===== src/rtl/game_timer_if.sv =====
// Game timer signal bundle.
//   GameActive  : game FSM -> timer, high while a game is in progress
//   TimerDone   : timer -> game FSM, expiry pulse
//   SecondTick  : timer -> display path, one-cycle pulse per decrement
//   SecondsLeft : timer -> display path, remaining seconds (binary)
//   SecondsTens : timer -> display path, BCD tens digit
//   SecondsOnes : timer -> display path, BCD ones digit
// master = game FSM / display side, slave = the timer itself.
interface game_timer_if;
  logic       GameActive;
  logic       TimerDone;
  logic       SecondTick;
  logic [6:0] SecondsLeft;
  logic [3:0] SecondsTens;
  logic [3:0] SecondsOnes;

  modport master (
    output GameActive,
    input  TimerDone,
    input  SecondTick,
    input  SecondsLeft,
    input  SecondsTens,
    input  SecondsOnes
  );

  modport slave (
    input  GameActive,
    output TimerDone,
    output SecondTick,
    output SecondsLeft,
    output SecondsTens,
    output SecondsOnes
  );
endinterface


===== src/rtl/game_timer.sv =====
// Countdown timer feeding the game-state FSM. Counts GAME_SECONDS down while
// GameActive is high, pulses TimerDone for DONE_CYCLES cycles on expiry, then
// waits for GameActive to drop before re-arming. Seconds-left is kept both in
// binary and as a parallel BCD counter for the HEX display path.
// Ports:
//   Clock  : system clock, all updates on posedge
//   Resetn : asynchronous active-low reset
//   bus    : game_timer_if.slave (GameActive in; TimerDone, SecondTick,
//            SecondsLeft, SecondsTens, SecondsOnes out; all registered)
module game_timer #(
  parameter int unsigned CLOCK_HZ     = 50000000,
  parameter int unsigned GAME_SECONDS = 60,
  parameter int unsigned DONE_CYCLES  = 4
) (
  input  logic         Clock,
  input  logic         Resetn,
  game_timer_if.slave  bus
);

  localparam int unsigned PRE_W  = (CLOCK_HZ > 1) ? $clog2(CLOCK_HZ) : 1;
  localparam int unsigned DONE_W = (DONE_CYCLES > 1) ? $clog2(DONE_CYCLES) : 1;

  localparam logic [PRE_W-1:0]  PRE_LAST  = PRE_W'(CLOCK_HZ - 1);
  localparam logic [DONE_W-1:0] DONE_LAST = DONE_W'(DONE_CYCLES - 1);
  localparam logic [6:0]        SEC_INIT  = 7'(GAME_SECONDS);
  localparam logic [3:0]        TENS_INIT = 4'(GAME_SECONDS / 10);
  localparam logic [3:0]        ONES_INIT = 4'(GAME_SECONDS % 10);

  typedef enum logic [1:0] {
    IDLE     = 2'd0,
    RUNNING  = 2'd1,
    EXPIRED  = 2'd2,
    COOLDOWN = 2'd3
  } state_t;

  state_t              state;
  logic [PRE_W-1:0]    prescaler;
  logic [DONE_W-1:0]   done_cnt;
  logic                timer_done;
  logic                second_tick;
  logic [6:0]          seconds_left;
  logic [3:0]          seconds_tens;
  logic [3:0]          seconds_ones;

  // Timer FSM with all outputs registered; GameActive only affects next state.
  always_ff @(posedge Clock or negedge Resetn) begin
    if (!Resetn) begin
      state        <= IDLE;
      prescaler    <= '0;
      done_cnt     <= '0;
      timer_done   <= 1'b0;
      second_tick  <= 1'b0;
      seconds_left <= SEC_INIT;
      seconds_tens <= TENS_INIT;
      seconds_ones <= ONES_INIT;
    end else begin
      second_tick <= 1'b0;
      unique case (state)
        IDLE: begin
          prescaler    <= '0;
          done_cnt     <= '0;
          timer_done   <= 1'b0;
          seconds_left <= SEC_INIT;
          seconds_tens <= TENS_INIT;
          seconds_ones <= ONES_INIT;
          if (bus.GameActive) state <= RUNNING;
        end

        RUNNING: begin
          if (!bus.GameActive) begin
            // Abort beats a coincident tick: reload, no decrement shown.
            state        <= IDLE;
            prescaler    <= '0;
            seconds_left <= SEC_INIT;
            seconds_tens <= TENS_INIT;
            seconds_ones <= ONES_INIT;
          end else if (prescaler == PRE_LAST) begin
            prescaler   <= '0;
            second_tick <= 1'b1;
            if (seconds_left == 7'd1) begin
              seconds_left <= 7'd0;
              seconds_tens <= 4'd0;
              seconds_ones <= 4'd0;
              timer_done   <= 1'b1;
              done_cnt     <= '0;
              state        <= EXPIRED;
            end else begin
              seconds_left <= seconds_left - 7'd1;
              // Parallel BCD decrement: ones borrows from tens on 0 -> 9.
              if (seconds_ones == 4'd0) begin
                seconds_ones <= 4'd9;
                seconds_tens <= seconds_tens - 4'd1;
              end else begin
                seconds_ones <= seconds_ones - 4'd1;
              end
            end
          end else begin
            prescaler <= prescaler + PRE_W'(1);
          end
        end

        EXPIRED: begin
          // Pulse always runs its full length, GameActive is ignored here.
          if (done_cnt == DONE_LAST) begin
            timer_done <= 1'b0;
            state      <= COOLDOWN;
          end else begin
            done_cnt <= done_cnt + DONE_W'(1);
          end
        end

        COOLDOWN: begin
          // Re-arm only after the game has visibly left the active state.
          if (!bus.GameActive) begin
            state        <= IDLE;
            prescaler    <= '0;
            seconds_left <= SEC_INIT;
            seconds_tens <= TENS_INIT;
            seconds_ones <= ONES_INIT;
          end
        end

        default: state <= IDLE;
      endcase
    end
  end

  assign bus.TimerDone   = timer_done;
  assign bus.SecondTick  = second_tick;
  assign bus.SecondsLeft = seconds_left;
  assign bus.SecondsTens = seconds_tens;
  assign bus.SecondsOnes = seconds_ones;

endmodule


===== src/flat_wrapper.sv =====
// flat-port wrapper written by rule: the top's interface ports become plain ports
module game_timer_flat 
#(
  parameter int unsigned CLOCK_HZ     = 50000000,
  parameter int unsigned GAME_SECONDS = 60,
  parameter int unsigned DONE_CYCLES  = 4
)
  (Clock, Resetn, bus_GameActive, bus_TimerDone, bus_SecondTick, bus_SecondsLeft, bus_SecondsTens, bus_SecondsOnes);
  game_timer_if bus_i ();
  input  logic Clock;
  input  logic Resetn;
  input wire logic [$bits(bus_i.GameActive)-1:0] bus_GameActive;
  output wire logic [$bits(bus_i.TimerDone)-1:0] bus_TimerDone;
  output wire logic [$bits(bus_i.SecondTick)-1:0] bus_SecondTick;
  output wire logic [$bits(bus_i.SecondsLeft)-1:0] bus_SecondsLeft;
  output wire logic [$bits(bus_i.SecondsTens)-1:0] bus_SecondsTens;
  output wire logic [$bits(bus_i.SecondsOnes)-1:0] bus_SecondsOnes;
  assign bus_i.GameActive = bus_GameActive;
  assign bus_TimerDone = bus_i.TimerDone;
  assign bus_SecondTick = bus_i.SecondTick;
  assign bus_SecondsLeft = bus_i.SecondsLeft;
  assign bus_SecondsTens = bus_i.SecondsTens;
  assign bus_SecondsOnes = bus_i.SecondsOnes;
  game_timer #(.CLOCK_HZ(CLOCK_HZ), .GAME_SECONDS(GAME_SECONDS), .DONE_CYCLES(DONE_CYCLES)) u_core (.Clock(Clock), .Resetn(Resetn), .bus(bus_i));
endmodule

===== config.mk =====
export PLATFORM = sky130hd
export DESIGN_NAME = game_timer_flat
export DESIGN_NICKNAME = d
export VERILOG_FILES = /design/src/rtl/game_timer_if.sv /design/src/rtl/game_timer.sv /design/src/flat_wrapper.sv
export SDC_FILE = /design/constraint.sdc
export NUM_CORES = 1
export LEC_CHECK = 0
export BUFFER_PORTS_ARGS = -buffer_cell sky130_fd_sc_hd__buf_2
export CAP_MARGIN = 20
export CORE_MARGIN = 4
export CORE_UTILIZATION = 25
export CTS_BUF_LIST = sky130_fd_sc_hd__clkbuf_8 sky130_fd_sc_hd__clkbuf_16
export DETAILED_ROUTE_END_ITERATION = 10
export GPL_TIMING_DRIVEN = 0
export PLACE_DENSITY_LB_ADDON = 0.3
export SYNTH_ARGS = -nofsm -noshare
export SYNTH_HDL_FRONTEND = slang
export SYNTH_SLANG_ARGS = --single-unit

===== constraint.sdc =====
create_clock -name Clock -period 2.4 [get_ports Clock]
set_input_delay 0.48 -clock Clock [delete_from_list [all_inputs] [get_ports Clock]]
set_output_delay 0.48 -clock Clock [all_outputs]
set_load 0.01 [all_outputs]

==> impl_metrics.env, run 1 <==
export IMPL_outcome="finished clean"
export IMPL_arrival_ps=2360
export IMPL_tightest_slew_ps=631
export IMPL_syn_area_mm2=0.00272
export IMPL_drc_errors=0
export IMPL_endpoint_kind="flip-flop"
export IMPL_yosys_top_cells_area="dfrtp_1 (38%), dfstp_2 (5.8%), nor2_1 (4.0%)"
export IMPL_max_cap_violations=0
export IMPL_dp_hpwl_mm=5.10
export IMPL_min_path_type="primary input to async pin"
export IMPL_vias=2319
export IMPL_timing_fmax_ghz=0.468
export IMPL_grt_max_degree=28
export IMPL_globalRoute_totalOverflow=0
export IMPL_first_pass_iters=4
export IMPL_layout_common_cells="dfrtp_1 (41), nor2_1 (29), buf_2 (25), nand2_1 (24)"
export IMPL_antenna_cells=0
export IMPL_crit_path_cell_trace="inv_1 > ha_1 > nor2b_1 > and3_1 > clkbuf_1 > nor2_1 > nand2_1 > o31ai_1"
export IMPL_crit_path_start="u_core.bus.SecondsLeft[1]$_DFFE_PN0P_"
export IMPL_crit_fanout=8
export IMPL_track_usage_pct=11.6
export IMPL_cp_required_ps=2620
export IMPL_place_inst=451
export IMPL_yosysTopAreaCell="dfrtp_1"
export IMPL_holdBufCountCts=0
export IMPL_post_cts_setup_buffers=0
export IMPL_core_area_mm2=0.0105
export IMPL_instances_no_fill=459
export IMPL_total_power_mw=1.56
export IMPL_syn_nets=305
export IMPL_fp_dieW_um=112
export IMPL_setup_viol=0
export IMPL_initial_core_util_pct=26.0
export IMPL_io_pins=20
export IMPL_syn_avg_cell_area_um2=9.22
export IMPL_min_period_ps=2140
export IMPL_startpoint_type="flip-flop"
export IMPL_period_share_pct=89.1
export IMPL_root_buffer="clkbuf_8"
export IMPL_synth_edff_count=0
export IMPL_critPathSlowestCell="nor2_1"
export IMPL_area_growth_pct=14.4
export IMPL_antenna_found_initial=0
export IMPL_via_per_inst=5.05
export IMPL_final_max_slew_viol_count=0
export IMPL_clk_pin_slew_ps=90
export IMPL_layout_commonest_cell="dfrtp_1"
export IMPL_maxSlewHeadroom_pct=57.9
export IMPL_htreeDepth=2
export IMPL_synth_main_ff_cell="dfrtp_1"
export IMPL_max_stage_delay_ps=460
export IMPL_async_reset_ff_share_pct=100
export IMPL_reg2reg_from="u_core.bus.SecondsLeft[1]$_DFFE_PN0P_"
export IMPL_wl_per_cell_um=15.4
export IMPL_synth_cell_types=61
export IMPL_finalWirelength_mm=7.08
export IMPL_drive_above_1_share_pct=17.0
export IMPL_clock_latency_ps=310
export IMPL_postSynthCellCount=295
export IMPL_setup_tns_ps=0
export IMPL_finish_utilization_pct=29.7
export IMPL_first_iter_violations=131
export IMPL_grt_pass1_vias=2363
export IMPL_place_gp_congestion=0.832
export IMPL_die_area_mm2=0.0126
export IMPL_clock_path_buffers=2
export IMPL_ir_worst_vdd_uv=205
export IMPL_cts_inserted_buffers=5
export IMPL_cellLeakagePower_nw=1.33
export IMPL_power_density_mw_per_mm2=501
export IMPL_path_class="flip-flop to flip-flop"
export IMPL_ys_ff_latch=47
export IMPL_fin_area_mm2=0.00311
export IMPL_finalNetCount=332
export IMPL_ys_warn_count=0
export IMPL_rsz0062_at_grt="no"
export IMPL_grt_pass1_wl_mm=12.1
export IMPL_clock_skew_ps=7.11
export IMPL_fp_dieH_um=112
export IMPL_ant_nets=0
export IMPL_io_buffers=19
export IMPL_seq_area_frac_synth_pct=43.5
export IMPL_clkSinkCount=47
export IMPL_placed_cell_area_mm2=0.00301
export IMPL_synth_top_area_share_pct=37.7
export IMPL_rows=37
export IMPL_hold_viol=0
export IMPL_cts_tree="done"
[per-layer routing]
metal | vias to the layer above | GRT usage, % | part of all wire (%)
li1 | 1127 | - | -
met1 | 1147 | 15.4 | 48
met2 | 39 | 19.0 | 47
met3 | 6 | 2.16 | 3.3
met4 | 0 | 4.17 | 1.5
met5 | - | 0 | 0
[critical path: cells and delay by family (launching register included)]
family | cells | cell delay [ps]
fa+ha+maj | 1 | 180
compound gates | 1 | 250
flops | 1 | 400
buf+inv | 2 | 300
simple gates | 4 | 920
[flip-flops by register name (all words and copies together), names as in the netlist, named ones only]
signal / cells
u_core.bus.SecondTick: 1
u_core.bus.SecondsOnes: 4
u_core.state: 1
u_core.bus.TimerDone: 1
u_core.bus.SecondsLeft: 7
u_core.prescaler: 26
u_core.done_cnt: 2
u_core.bus.SecondsTens: 4
[synth_stat cells, drive strengths merged, types with 5 or more instances]
| cell type | instances |
|---|---|
| dfrtp | 41 |
| nor2 | 30 |
| nand2 | 24 |
| nand3 | 19 |
| inv | 18 |
| nand4 | 14 |
| o21ai | 12 |
| a21oi | 10 |
| o31ai | 10 |
| xor2 | 10 |
| and3 | 9 |
| buf | 8 |
| clkbuf | 7 |
| ha | 7 |
| nor3 | 7 |
| dfstp | 6 |
| o22ai | 6 |
| a211oi | 5 |
| a31oi | 5 |
| xnor2 | 5 |
[layout make-up]
cell class	instances	area [µm²]
Fill cell	1126	7350
Inverter	18	67.6
Buffer	15	78.8
Multi-Input combinational cell	215	1400
Timing Repair Buffer	20	115
Sequential cell	47	1180
Clock buffer	7	96.3
Clock inverter	1	3.75
Tap cell	136	170
[final timing paths]
check / slack, ps / cells past startpoint / to
worst min-delay path: 140 / 1 / u_core.bus.SecondsOnes[1]$_DFFE_PN0P_
worst max-delay path: 260 / 8 / u_core.bus.SecondsTens[3]$_DFFE_PN0P_
worst max register to register: 260 / 8 / u_core.bus.SecondsTens[3]$_DFFE_PN0P_
worst min register to register: 490 / 1 / u_core.done_cnt[0]$_DFFE_PN0P_
max in group asynchronous: 1660 / 2 / u_core.bus.SecondsLeft[4]$_DFFE_PN1P_
min in group Clock: 470 / 3 / u_core.state[0]$_DFFE_PN0P_
[per-stage QoR]
stage / worst slack, ps / hold WS, ps
after floorplan: 470 / 184
after global placement: 171 / 477
after detailed placement: 133 / 482
after CTS: 130 / 155
after global routing: 102 / 172
final: 261 / 138
[where the power goes]
part	switching (mW)	total (mW)	internal [mW]
registers	0.0198	0.836	0.817
logic	0.118	0.182	0.0641
clock network	0.281	0.541	0.259
[kinds of logic after synthesis]
family / after synthesis / share of synthesized area [%]
adder cells (fa/ha/maj): 7 / 3.22
buffers and inverters: 33 / 5.38
AND/OR/NAND/NOR: 127 / 24.7
AO/OA/AOI/OAI: 64 / 17.5
multiplexers: 2 / 0.782
XOR/XNOR: 15 / 4.83
flip-flops: 47 / 43.5
[repair_timing]
action	CTS	global route
setup endpoints to repair	0	2
gates resized for setup	0	1
hold endpoints to repair	0	0
Power figures use the tool's default switching activity.
==> run 2, diff against run 1 <==
--- a/config.mk
+++ b/config.mk
@@ -8,7 +8,7 @@
 export BUFFER_PORTS_ARGS = -buffer_cell sky130_fd_sc_hd__buf_2
 export CAP_MARGIN = 20
 export CORE_MARGIN = 4
-export CORE_UTILIZATION = 25
+export CORE_UTILIZATION = 60
 export CTS_BUF_LIST = sky130_fd_sc_hd__clkbuf_8 sky130_fd_sc_hd__clkbuf_16
 export DETAILED_ROUTE_END_ITERATION = 10
 export GPL_TIMING_DRIVEN = 0
==> constraint.sdc (replaced) <==
create_clock -name Clock -period 2.4 [get_ports Clock]
set_input_delay 0.12 -clock Clock [delete_from_list [all_inputs] [get_ports Clock]]
set_output_delay 0.12 -clock Clock [all_outputs]
set_load 0.01 [all_outputs]
==> run 2 against run 1 <==
Compared with the run above: sequential power is essentially flat; critical endpoint is now u_core.prescaler[10]$_DFFE_PN0P_; setup slack worse by 7.7 ps; final area decreased by 3.5%; cell count fell by 18%; largest power group unchanged; combinational power is essentially flat; critical path depth shrank 1.
==> impl_metrics.env, run 2 (synthesized netlist as in run 1, its figures left out) <==
export IMPL_clock_path_buffers=2
export IMPL_ant_nets=0
export IMPL_io_pins=20
export IMPL_finalWirelength_mm=6.47
export IMPL_startpoint_type="flip-flop"
export IMPL_endpoint_kind="flip-flop"
export IMPL_vias=2417
export IMPL_fp_dieH_um=75.3
export IMPL_setup_tns_ps=0
export IMPL_finalNetCount=333
export IMPL_track_usage_pct=24.1
export IMPL_largest_register_ffs=26
export IMPL_hold_viol=0
export IMPL_first_pass_iters=7
export IMPL_grt_max_degree=48
export IMPL_grt_pass1_vias=2185
export IMPL_max_cap_violations=0
export IMPL_rsz0062_at_grt="no"
export IMPL_cp_required_ps=2590
export IMPL_dp_hpwl_mm=4.48
export IMPL_ir_worst_vdd_uv=296
export IMPL_placed_cell_area_mm2=0.00288
export IMPL_place_gp_congestion=0.892
export IMPL_cts_tree="done"
export IMPL_clock_skew_ps=10.8
export IMPL_root_buffer="clkbuf_8"
export IMPL_power_density_mw_per_mm2=504
export IMPL_first_iter_violations=297
export IMPL_cts_inserted_buffers=5
export IMPL_setup_viol=0
export IMPL_max_flop_register="u_core.prescaler"
export IMPL_antenna_found_initial=0
export IMPL_cellLeakagePower_nw=1.32
export IMPL_antenna_cells=0
export IMPL_initial_core_util_pct=62.0
export IMPL_crit_fanout=10
export IMPL_arrival_ps=2340
export IMPL_clkSinkCount=47
export IMPL_place_inst=366
export IMPL_core_area_mm2=0.00438
export IMPL_cts_resized=0
export IMPL_outcome="finished clean"
export IMPL_min_path_type="primary input to flip-flop"
export IMPL_rows=24
export IMPL_finish_utilization_pct=68.5
export IMPL_timing_fmax_ghz=0.466
export IMPL_instances_no_fill=376
export IMPL_tightest_slew_ps=610
export IMPL_grt_pass1_wl_mm=10.5
export IMPL_die_area_mm2=0.00567
export IMPL_period_share_pct=89.4
export IMPL_layout_common_cells="dfrtp_1 (41), nor2_1 (29), buf_2 (25), nand2_1 (24)"
export IMPL_layout_commonest_cell="dfrtp_1"
export IMPL_final_max_slew_viol_count=0
export IMPL_min_period_ps=2150
export IMPL_path_class="flip-flop to flip-flop"
export IMPL_area_growth_pct=10.3
export IMPL_globalRoute_totalOverflow=0
export IMPL_clk_pin_slew_ps=80
export IMPL_drive_above_1_share_pct=17.0
export IMPL_maxSlewHeadroom_pct=59.3
export IMPL_clock_latency_ps=310
export IMPL_via_per_inst=6.43
export IMPL_fin_area_mm2=0.00300
export IMPL_fp_dieW_um=75.3
export IMPL_total_power_mw=1.51
export IMPL_wl_per_cell_um=17.2
export IMPL_drc_errors=0
export IMPL_htreeDepth=2
export IMPL_io_buffers=19
==> run 2: changes by cell type in the layout (fill, tap and decap cells not counted) <==
cell,change
clkinv_2,+1
nor2_4,-1
clkbuf_8,-1
dlygate4sd3_1,+1
nor2_2,+1
==> run 2: layer usage <==
metal / global-route usage (%) / up-vias / share of wire [%]
met2: 35.9 / 112 / 47
met3: 5.54 / 12 / 7.1
li1: - / 1131 / -
met4: 9.13 / 0 / 1.4
met1: 34.5 / 1162 / 44
met5: 0 / - / 0
==> run 2: critical path, stage by stage, from the launching register on <==
cell and delay, ps:
dfrtp_1 390, ha_1 250, and4bb_2 250, and4b_4 290, a21oi_4 120, nor2_2 360, buf_2 300, nor2_1 70
==> run 2: stage by stage <==
step,setup WS [ps],hold WS (ps)
floorplan,470,-176
global placement,309,350
detailed placement,277,358
CTS,261,38.7
global route,124,106
finish,254,103
==> run 2: path summary, 6_finish.rpt <==
kind | startpoint | end | slack [ps] | depth (start not counted)
hold / removal | bus_GameActive | u_core.state[0]$_DFFE_PN0P_ | 100 | 3
hold reg to reg | u_core.bus.SecondsTens[3]$_DFFE_PN0P_ | u_core.bus.SecondsTens[3]$_DFFE_PN0P_ | 490 | 1
setup reg to reg | u_core.prescaler[0]$_DFFE_PN0P_ | u_core.prescaler[10]$_DFFE_PN0P_ | 250 | 7
min in group asynchronous | Resetn | u_core.bus.SecondsTens[3]$_DFFE_PN0P_ | 190 | 2
max in group asynchronous | Resetn | u_core.bus.SecondsLeft[3]$_DFFE_PN1P_ | 1660 | 3
setup / recovery | u_core.prescaler[0]$_DFFE_PN0P_ | u_core.prescaler[10]$_DFFE_PN0P_ | 250 | 7
==> run 2: cell type report <==
type | instances | area (µm²)
flip-flops and latches | 47 | 1180
well taps | 52 | 65.1
inverters | 18 | 67.6
fillers | 344 | 1380
plain buffers | 15 | 78.8
clock buffers | 6 | 82.6
clock inverters | 2 | 8.76
multi-input cells | 215 | 1390
repair buffers | 21 | 125
==> run 2: timing repair <==
item                                   in CTS  in global routing
endpoints found under the hold margin       0                 44
hold buffers                                0                  1
setup buffers                               0                  0
==> run 2: power by group <==
part,internal [mW],switching (mW)
sequential,0.817,0.0206
clock,0.229,0.268
combinational,0.0653,0.115
==> run 3, diff against run 2 <==
--- a/config.mk
+++ b/config.mk
@@ -5,12 +5,12 @@
 export SDC_FILE = /design/constraint.sdc
 export NUM_CORES = 1
 export LEC_CHECK = 0
-export BUFFER_PORTS_ARGS = -buffer_cell sky130_fd_sc_hd__buf_2
 export CAP_MARGIN = 20
 export CORE_MARGIN = 4
-export CORE_UTILIZATION = 60
+export CORE_UTILIZATION = 63
 export CTS_BUF_LIST = sky130_fd_sc_hd__clkbuf_8 sky130_fd_sc_hd__clkbuf_16
 export DETAILED_ROUTE_END_ITERATION = 10
+export DONT_BUFFER_PORTS = 1
 export GPL_TIMING_DRIVEN = 0
 export PLACE_DENSITY_LB_ADDON = 0.3
 export SYNTH_ARGS = -nofsm -noshare
==> run 3 against run 2 <==
Compared with the run above: setup slack got worse by 90 ps; cell count shrank 5.3%; sequential cell count did not move; first-iteration DRC count is 41% lower; via count is 3.3% lower; sequential share of layout area is 0.72 points higher; clock skew down 0.86 ps; critical path type unchanged; critical endpoint is now u_core.bus.SecondsOnes[1]$_DFFE_PN0P_.
==> impl_metrics.env, run 3 (synthesized netlist as in run 1, its figures left out) <==
export IMPL_outcome="finished clean"
export IMPL_htreeDepth=2
export IMPL_io_pins=20
export IMPL_via_per_inst=6.56
export IMPL_first_pass_iters=4
export IMPL_initial_core_util_pct=66.6
export IMPL_antenna_found_initial=0
export IMPL_endpoint_kind="flip-flop"
export IMPL_clock_path_buffers=2
export IMPL_first_iter_violations=175
export IMPL_cts_resized=0
export IMPL_arrival_ps=2450
export IMPL_ir_worst_vdd_uv=368
export IMPL_num_fill_cells=321
export IMPL_dp_hpwl_mm=4.25
export IMPL_clock_latency_ps=300
export IMPL_wl_per_cell_um=18.0
export IMPL_rows=23
export IMPL_hold_viol=0
export IMPL_drc_errors=0
export IMPL_final_max_slew_viol_count=0
export IMPL_ant_nets=0
export IMPL_antenna_cells=0
export IMPL_startpoint_type="flip-flop"
export IMPL_fp_dieW_um=73.7
export IMPL_comb_power_share_pct=9.8
export IMPL_fp_dieH_um=73.7
export IMPL_clkSinkCount=47
export IMPL_cellLeakagePower_nw=1.26
export IMPL_max_flop_register="u_core.prescaler"
export IMPL_clk_pin_slew_ps=90
export IMPL_min_path_type="primary input to flip-flop"
export IMPL_path_class="flip-flop to flip-flop"
export IMPL_track_usage_pct=25.8
export IMPL_cp_endpoint="u_core.bus.SecondsOnes[1]$_DFFE_PN0P_"
export IMPL_clock_skew_ps=9.92
export IMPL_vias=2337
export IMPL_cts_inserted_buffers=5
export IMPL_period_share_pct=93.2
export IMPL_r2r_end="u_core.bus.SecondsOnes[1]$_DFFE_PN0P_"
export IMPL_finalNetCount=315
export IMPL_p_seq_share_pct=52.4
export IMPL_die_area_mm2=0.00543
export IMPL_timing_fmax_ghz=0.447
export IMPL_area_growth_pct=8.37
export IMPL_maxSlewHeadroom_pct=59.3
export IMPL_grt_pass1_wl_mm=10.8
export IMPL_grt_max_degree=48
export IMPL_worstRegToRegCells=8
export IMPL_crit_path_start="u_core.bus.SecondsLeft[1]$_DFFE_PN0P_"
export IMPL_clockPowerShare_pct=37.8
export IMPL_instances_no_fill=356
export IMPL_power_internal_mw=1.21
export IMPL_reg2reg_from="u_core.bus.SecondsLeft[1]$_DFFE_PN0P_"
export IMPL_setup_viol=0
export IMPL_tightest_slew_ps=609
export IMPL_place_gp_congestion=0.923
export IMPL_finalWirelength_mm=6.42
export IMPL_cts_tree="done"
export IMPL_largest_register_ffs=26
export IMPL_setup_tns_ps=0
export IMPL_max_cap_violations=0
export IMPL_core_area_mm2=0.00409
export IMPL_rsz0062_at_grt="no"
export IMPL_place_inst=345
export IMPL_layout_common_cells="dfrtp_1 (41), nor2_1 (29), nand2_1 (24), nand3_1 (19), inv_1 (18)"
export IMPL_root_buffer="clkbuf_8"
export IMPL_rrSetupSlack_ps=160
export IMPL_drive_above_1_share_pct=12.1
export IMPL_io_buffers=0
export IMPL_power_density_mw_per_mm2=549
export IMPL_swShare_pct=25.1
export IMPL_cp_required_ps=2610
export IMPL_grt_pass1_vias=2285
export IMPL_globalRoute_totalOverflow=0
export IMPL_min_period_ps=2240
export IMPL_layout_commonest_cell="dfrtp_1"
export IMPL_crit_fanout=8
export IMPL_p_sw_mw=0.406
-- run 3: changes by cell type in the layout (fill, tap and decap cells not counted) --
cell           previous run  this run
bufinv_16                 0         1
buf_2                    25         6
dlygate4sd3_1             1         2
inv_1                    19        18
buf_16                    0         1
buf_12                    1         0
-- run 3: power groups by stage --
stage,registers [mW],logic (mW),clock network (mW)
final,0.847,0.159,0.610
after global routing,0.851,0.180,0.649
after CTS,0.847,0.159,0.616
after detailed placement,0.862,0.132,0
after global placement,0.861,0.129,0
after floorplan,0.856,0.106,0
-- run 3: worst min path at each step --
| stage | cells past startpoint | slack (ps) | endpoint | start |
|---|---|---|---|---|
| floorplan | 0 | -180 | async pin | Resetn |
| global placement | 0 | -170 | u_core.done_cnt[0]$_DFFE_PN0P_ | Resetn |
| detailed placement | 0 | -170 | u_core.state[0]$_DFFE_PN0P_ | Resetn |
| CTS | 2 | 10 | u_core.state[0]$_DFFE_PN0P_ | bus_GameActive |
| global route | 2 | 10 | u_core.state[0]$_DFFE_PN0P_ | bus_GameActive |
| finish | 2 | 20 | u_core.state[0]$_DFFE_PN0P_ | bus_GameActive |
-- run 3: timing repair --
action	4_1_cts	5_1_grt
buffers inserted	0	0
hold buffers	3	0
endpoints found under the setup margin	0	0
hold endpoints to repair	48	0
-- run 3: routing by layer --
layer / routed length (µm) / vias up / track usage (%)
met5: 0 / - / 0
met4: 88 / 0 / 9.05
met3: 287 / 9 / 4.79
met2: 3170 / 63 / 41.3
met1: 2870 / 1170 / 34.8
li1: - / 1095 / -
-- run 3: cell type report --
type	count	area [µm²]	area share (%)
Multi-Input combinational cell	215	1390	47.2
Sequential cell	47	1180	40.2
Clock buffer	6	82.6	2.80
Buffer	15	78.8	2.67
Inverter	18	67.6	2.29
Tap cell	50	62.6	2.12
Timing Repair Buffer	3	47.5	1.61
Clock inverter	2	35.0	1.19
-- run 3: worst max-delay path, cell delays in order, from the launching register on --
cell,delay (ps)
dfrtp_1,450
inv_1,110
ha_1,200
nor2b_1,130
and3_1,140
clkbuf_1,210
nor2_1,470
nand2_1,190
o31ai_1,250
-- run 3: through the flow --
step / hold slack (ps) / power (mW) / setup slack (ps) / cell area, µm² / util (%)
finish: 15.7 / 1.62 / 164 / 2950 / 72.1
global route: 13.0 / 1.68 / 41.0 / 2950 / 72.1
CTS: 14.2 / 1.62 / 202 / 2950 / 72.1
detailed placement: -175 / 0.994 / 227 / 2780 / 68.1
global placement: -175 / 0.990 / 223 / 2780 / 68.1
floorplan: -176 / 0.962 / 470 / 2720 / -
